--- src/rtl/instr_composer.sv ---
// rtl/instr_composer.sv - packs R/I/J instruction fields into words and queues them with word addresses
// Optional opcode/format consistency checking: define INSTR_COMPOSER_CHECK_EN.
module instr_composer #(
    parameter int DEPTH  = 4,
    parameter int ADDR_W = 10
) (
    input  logic              clk,
    input  logic              rst,
    input  logic              clear,
    input  logic [ADDR_W-1:0] base_addr,
    input  logic              in_valid,
    output logic              in_ready,
    input  logic [1:0]        fmt,
    input  logic [5:0]        opcode,
    input  logic [4:0]        rs,
    input  logic [4:0]        rt,
    input  logic [4:0]        rd,
    input  logic [4:0]        shamt,
    input  logic [5:0]        funct,
    input  logic [15:0]       imm16,
    input  logic [25:0]       target,
    output logic              out_valid,
    input  logic              out_ready,
    output logic [31:0]       out_data,
    output logic [ADDR_W-1:0] out_addr,
    output logic [15:0]       word_cnt,
    output logic              err
);

    localparam int PW = (DEPTH > 1) ? $clog2(DEPTH) : 1;
    localparam int CW = $clog2(DEPTH + 1);

    localparam logic [1:0] FMT_R = 2'b00;
    localparam logic [1:0] FMT_I = 2'b01;
    localparam logic [1:0] FMT_J = 2'b10;

    logic [31:0]       mem [DEPTH];
    logic [PW-1:0]     wr_ptr;
    logic [PW-1:0]     rd_ptr;
    logic [CW-1:0]     count;
    logic [ADDR_W-1:0] addr_q;

    logic [31:0] packed_word;
    logic        pkt_ok;
    logic        handshake;
    logic        push;
    logic        pop;

    always_comb begin
        packed_word = 32'h0;
        pkt_ok      = 1'b1;
        case (fmt)
            FMT_R: begin
                packed_word = {opcode, rs, rt, rd, shamt, funct};
`ifdef INSTR_COMPOSER_CHECK_EN
                pkt_ok = (opcode == 6'd0);
`endif
            end
            FMT_I: begin
                packed_word = {opcode, rs, rt, imm16};
`ifdef INSTR_COMPOSER_CHECK_EN
                pkt_ok = (opcode != 6'd0) && (opcode != 6'd2) && (opcode != 6'd3);
`endif
            end
            FMT_J: begin
                packed_word = {opcode, target};
`ifdef INSTR_COMPOSER_CHECK_EN
                pkt_ok = (opcode == 6'd2) || (opcode == 6'd3);
`endif
            end
            default: pkt_ok = 1'b0;
        endcase
    end

    // in_ready comes from the registered count only, so a same-cycle pop never frees a slot
    assign in_ready  = (count < CW'(DEPTH));
    assign out_valid = (count != '0);
    assign out_data  = out_valid ? mem[rd_ptr] : 32'h0;
    assign out_addr  = addr_q;

    assign handshake = in_valid && in_ready && !clear;
    assign push      = handshake && pkt_ok;
    assign pop       = out_valid && out_ready && !clear;

    always_ff @(posedge clk) begin
        if (push) begin
            mem[wr_ptr] <= packed_word;
        end
    end

    always_ff @(posedge clk or posedge rst) begin
        if (rst) begin
            wr_ptr   <= '0;
            rd_ptr   <= '0;
            count    <= '0;
            addr_q   <= '0;
            word_cnt <= 16'h0;
        end else if (clear) begin
            wr_ptr   <= '0;
            rd_ptr   <= '0;
            count    <= '0;
            addr_q   <= base_addr;
            word_cnt <= 16'h0;
        end else begin
            if (push) begin
                wr_ptr <= wr_ptr + 1'b1;
            end
            if (pop) begin
                rd_ptr <= rd_ptr + 1'b1;
                addr_q <= addr_q + 1'b1;
                if (word_cnt != 16'hFFFF) begin
                    word_cnt <= word_cnt + 16'h1;
                end
            end
            case ({push, pop})
                2'b10:   count <= count + 1'b1;
                2'b01:   count <= count - 1'b1;
                default: count <= count;
            endcase
        end
    end

    // err survives clear; only rst removes it
    always_ff @(posedge clk or posedge rst) begin
        if (rst) begin
            err <= 1'b0;
        end else if (handshake && !pkt_ok) begin
            err <= 1'b1;
        end
    end

endmodule

--- config.mk ---
export PLATFORM = sky130hd
export DESIGN_NAME = instr_composer
export DESIGN_NICKNAME = d
export VERILOG_FILES = /design/src/rtl/instr_composer.sv
export SDC_FILE = /design/constraint.sdc
export NUM_CORES = 1
export LEC_CHECK = 0
export ABC_AREA = 1
export ABC_CLOCK_PERIOD_IN_PS = 2350
export CORE_MARGIN = 3
export CORE_UTILIZATION = 32
export DETAILED_ROUTE_END_ITERATION = 10
export GPL_TIMING_DRIVEN = 0
export PLACE_DENSITY = 0.62
export SETUP_SLACK_MARGIN = 0.2
export SLEW_MARGIN = 5
export SYNTH_ARGS = -nofsm -noshare
export SYNTH_HDL_FRONTEND = slang
export SYNTH_SLANG_ARGS = --single-unit
--- constraint.sdc ---
create_clock -name clk -period 2.35 [get_ports clk]
set_input_delay 0.47 -clock clk [delete_from_list [all_inputs] [get_ports clk]]
set_output_delay 0.47 -clock clk [all_outputs]
set_load 0.01 [all_outputs]
==> flow_summary.ini <==
[logic_synthesis]
synth_register_bits = 162
yosys.cell_types.count = 35
count_of_flip_flops_with_a_built_in_enable_after_synthesis = 128
synth_area_mm2 = 0.00760
synthArstFlopShare_pct = 21.0
syn_inst = 791
synth_flop_cell = sky130_fd_sc_hd__edfxtp_1
synth.yosys.seq_area_share_pct = 61.7
postSynthAreaPerCell_um2 = 9.61
ys.warnings.count = 0
synth_fp_nets = 889

[status]
failed_checks = negative setup slack
outcome = complete, but fails checks

[cts]
tritoncts = done
tritoncts.num_buffers = 17
postCtsHoldBufs = 0
cts.htree.levels = 4
cts.reportedPaths.clkPinSlew_ps = 70
cts-root-to-sink-buffers = 2
worst_skew_pair.late_latency_ps = 430
tritoncts_num_sinks = 162
ctsRootBufferMaster = sky130_fd_sc_hd__clkbuf_16

[finish]
drive_gt1_share_pct = 23.6
nets = 1112
area.growth.synth_to_final_pct = 47.1
filler_cell_count = 2071
postLayoutCoreUtil_pct = 48.7
fin_area_mm2 = 0.0112

[flow_run]
maxCapViolCount = 0

[drt]
detailed_routing_iterations_pass_1 = 6
drt-vias-per-instance = 4.80
totalWireLength_mm = 22.3
antenna_left = 0
num_vias = 6431
post_drt_wl_per_cell_um = 16.7
detail_route.drc_violations = 0
dr.first_iter.drc_count = 455

[critical_path]
ff2ff_path_depth = 11
cell_type_with_the_highest_occurrence_count_on_the_critical_path = sky130_fd_sc_hd__nor2_1
timing.critical_path.depth = 8
cp-startpoint = rd_ptr[0]
required_time_at_the_worst_slack_endpoint_ps = 1880
setup.worst_path.start_class = flip-flop
critical_path_peak_fanout = 10
timing.critical_path.slowest_stage_cell = sky130_fd_sc_hd__dfrtp_2
critPathBufInv = 4
crit_path_max_incr_delay_ps = 430
worstReg2RegStart = count[1]
critical_path_arrival_ps = 1900
critPathCaptureType = output pin
worstPathCellList = buf_4, buf_6, clkbuf_16, nor2_1, nor2_1, o21ai_0, a21oi_2, buf_2
path_class = flip-flop to output pin
path_delay_family = buffers and inverters

[timing]
worst_slack_ps = -19.6
timing.clock.skew_ps = 8.10
final_min_period_over_clock_period_pct = 101
finalMaxSlewViolations = 0
hold_violation_count_in_the_final_report = 0
setup_viol = 1
worst_pin_slew_ps = 772
rsz0062_at_grt = yes
relSlewSlack_pct = 48.5
finalHoldWorstSlack_ps = 491
maxClockFrequency_mhz = 422
timing.final.crit_period_ps = 2370

[hold_path]
hold_path_startpoint = err
hold_path.class = flip-flop to flip-flop
min_delay_path_depth = 1

[place]
port_buffers = 150
gp_congestion = 0.844
hpwlAfterDp_mm = 14.3
placed_area_mm2 = 0.00963

[power_and_ir_drop]
static-leakage-power_nw = 4.37
pwr_density_cell_mw_per_mm2 = 920
worst_ir_drop_vdd_mv = 0.516

[grt]
grt_first_pass_wirelength_mm = 33.5
grt_util_all_layers_pct = 16.6
antenna_found_initial = 1
grt-ovfl-total = 0
grt_start_max_net_pins = 35
first_global_vias = 6210

[floorplan]
core_area_mm2 = 0.0230
initial_utilization_pct = 33.1
design.die.area_mm2 = 0.0256
rows = 55
top_level_ports = 152
die_h_um = 160
chipWidth_um = 160
-- metal layers --
layer,vias up,track usage [%],share of wire [%]
met5,-,0,0
met4,0,5.88,1.8
met3,30,3.45,5.2
met2,188,27.7,49
met1,3082,21.4,44
li1,3131,-,-
-- cells in the final DEF (no fill, tap or decap), types with 6 or more instances in the layout --
cell type                         count
sky130_fd_sc_hd__nand2_1            119
sky130_fd_sc_hd__buf_4               29
sky130_fd_sc_hd__nor2_4              17
sky130_fd_sc_hd__buf_2               32
sky130_fd_sc_hd__clkbuf_8             8
sky130_fd_sc_hd__o21ai_2             17
sky130_fd_sc_hd__dfrtp_1             32
sky130_fd_sc_hd__nand3_1             43
sky130_fd_sc_hd__nor2_2              29
sky130_fd_sc_hd__ha_1                 6
sky130_fd_sc_hd__clkbuf_1             9
sky130_fd_sc_hd__o21ai_0             26
sky130_fd_sc_hd__inv_1               60
sky130_fd_sc_hd__a21oi_2             10
sky130_fd_sc_hd__buf_8                7
sky130_fd_sc_hd__a21oi_1             29
sky130_fd_sc_hd__xor2_1               6
sky130_fd_sc_hd__o21ai_1             48
sky130_fd_sc_hd__o211ai_1            16
sky130_fd_sc_hd__edfxtp_1           128
sky130_fd_sc_hd__clkbuf_16           26
sky130_fd_sc_hd__clkdlybuf4s50_1    116
sky130_fd_sc_hd__nor2_1             122
sky130_fd_sc_hd__buf_6               18
-- flip-flops by register name (all words and copies together), names as in the netlist --
register / cells
mem: 128
word_cnt: 16
out_addr: 10
count: 3
rd_ptr: 2
wr_ptr: 2
err: 1
-- logic make-up after synthesis --
family / synth area share [%]
fa+ha+maj: 1.25
flops: 61.7
xor+xnor: 1.38
compound gates: 11.3
buf+inv: 5.53
simple gates: 18.8
-- power breakdown --
| group | switching, W | internal, W |
|---|---|---|
| Sequential | 0.000176 | 0.00334 |
| Clock | 0.00130 | 0.00143 |
| Combinational | 0.00215 | 0.00189 |
-- worst register-to-register path: cells and delay by family (launching register included) --
family | cells | cell delay [ps]
xor+xnor | 1 | 180
buf+inv | 2 | 150
fa+ha+maj | 1 | 350
flops | 1 | 390
compound gates | 1 | 130
simple gates | 6 | 670
-- synthesized netlist by cell type, types with 3 or more instances --
cell                       count  area (um2)
sky130_fd_sc_hd__o21ai_2       5        43.8
sky130_fd_sc_hd__or2_2         3        18.8
sky130_fd_sc_hd__inv_1        63         236
sky130_fd_sc_hd__xnor2_1       6        52.6
sky130_fd_sc_hd__nor2_1      166         623
sky130_fd_sc_hd__xor2_1        6        52.6
sky130_fd_sc_hd__nand3_1      44         220
sky130_fd_sc_hd__o21ai_0      83         415
sky130_fd_sc_hd__nand4_1       4        25.0
sky130_fd_sc_hd__nand2_1     122         458
sky130_fd_sc_hd__inv_2         3        11.3
sky130_fd_sc_hd__edfxtp_1    128        3840
sky130_fd_sc_hd__buf_1         3        11.3
sky130_fd_sc_hd__ha_1          6        75.1
sky130_fd_sc_hd__a22oi_1       5        37.5
sky130_fd_sc_hd__dfrtp_1      34         851
sky130_fd_sc_hd__clkbuf_1     26        97.6
sky130_fd_sc_hd__buf_2         6        30.0
sky130_fd_sc_hd__nand2_2       3        18.8
sky130_fd_sc_hd__a21oi_1      39         195
sky130_fd_sc_hd__o21ai_1       3        15.0
sky130_fd_sc_hd__o211ai_1     16         120
-- timing repair --
item,CTS,global route
buffers inserted,31,13
pin swaps,21,56
gates cloned,3,3
endpoints found under the setup margin,175,184
resized for setup,251,122
-- path summary, 6_finish.rpt --
kind / to / slack, ps
worst max-delay path: out_data[11] / -20
worst min-delay path: err / 490
worst max register to register: count[2] / 400
worst min register to register: err / 490
max in group asynchronous: rd_ptr[0] / 1300
min in group asynchronous: out_addr[2] / 500
-- layout make-up --
class	count	area (um2)	area share [%]
antenna	1	2.50	0.0224
tap	313	392	3.50
timing repair buffer	204	1960	17.6
inverter	68	270	2.42
clock buffer	18	429	3.84
clock inverter	14	156	1.40
multi-input combinational	524	2790	24.9
sequential	162	4700	42.0
buffer	37	483	4.32
-- through the flow --
step | setup TNS (ps) | setup slack (ps) | std cells | total power, W
final | -19.6 | -19.6 | 1341 | 0.0103
after global routing | -326 | -51.6 | 1341 | 0.0108
after CTS | 0 | 27.0 | 1324 | 0.00988
after detailed placement | -79100 | -536 | 1258 | 0.00676
after global placement | -297700 | -2170 | 1254 | 0.00669
after floorplan | -40370 | -315 | 791 | 0.00505
Note: power is estimated with default switching activity, not from simulation.
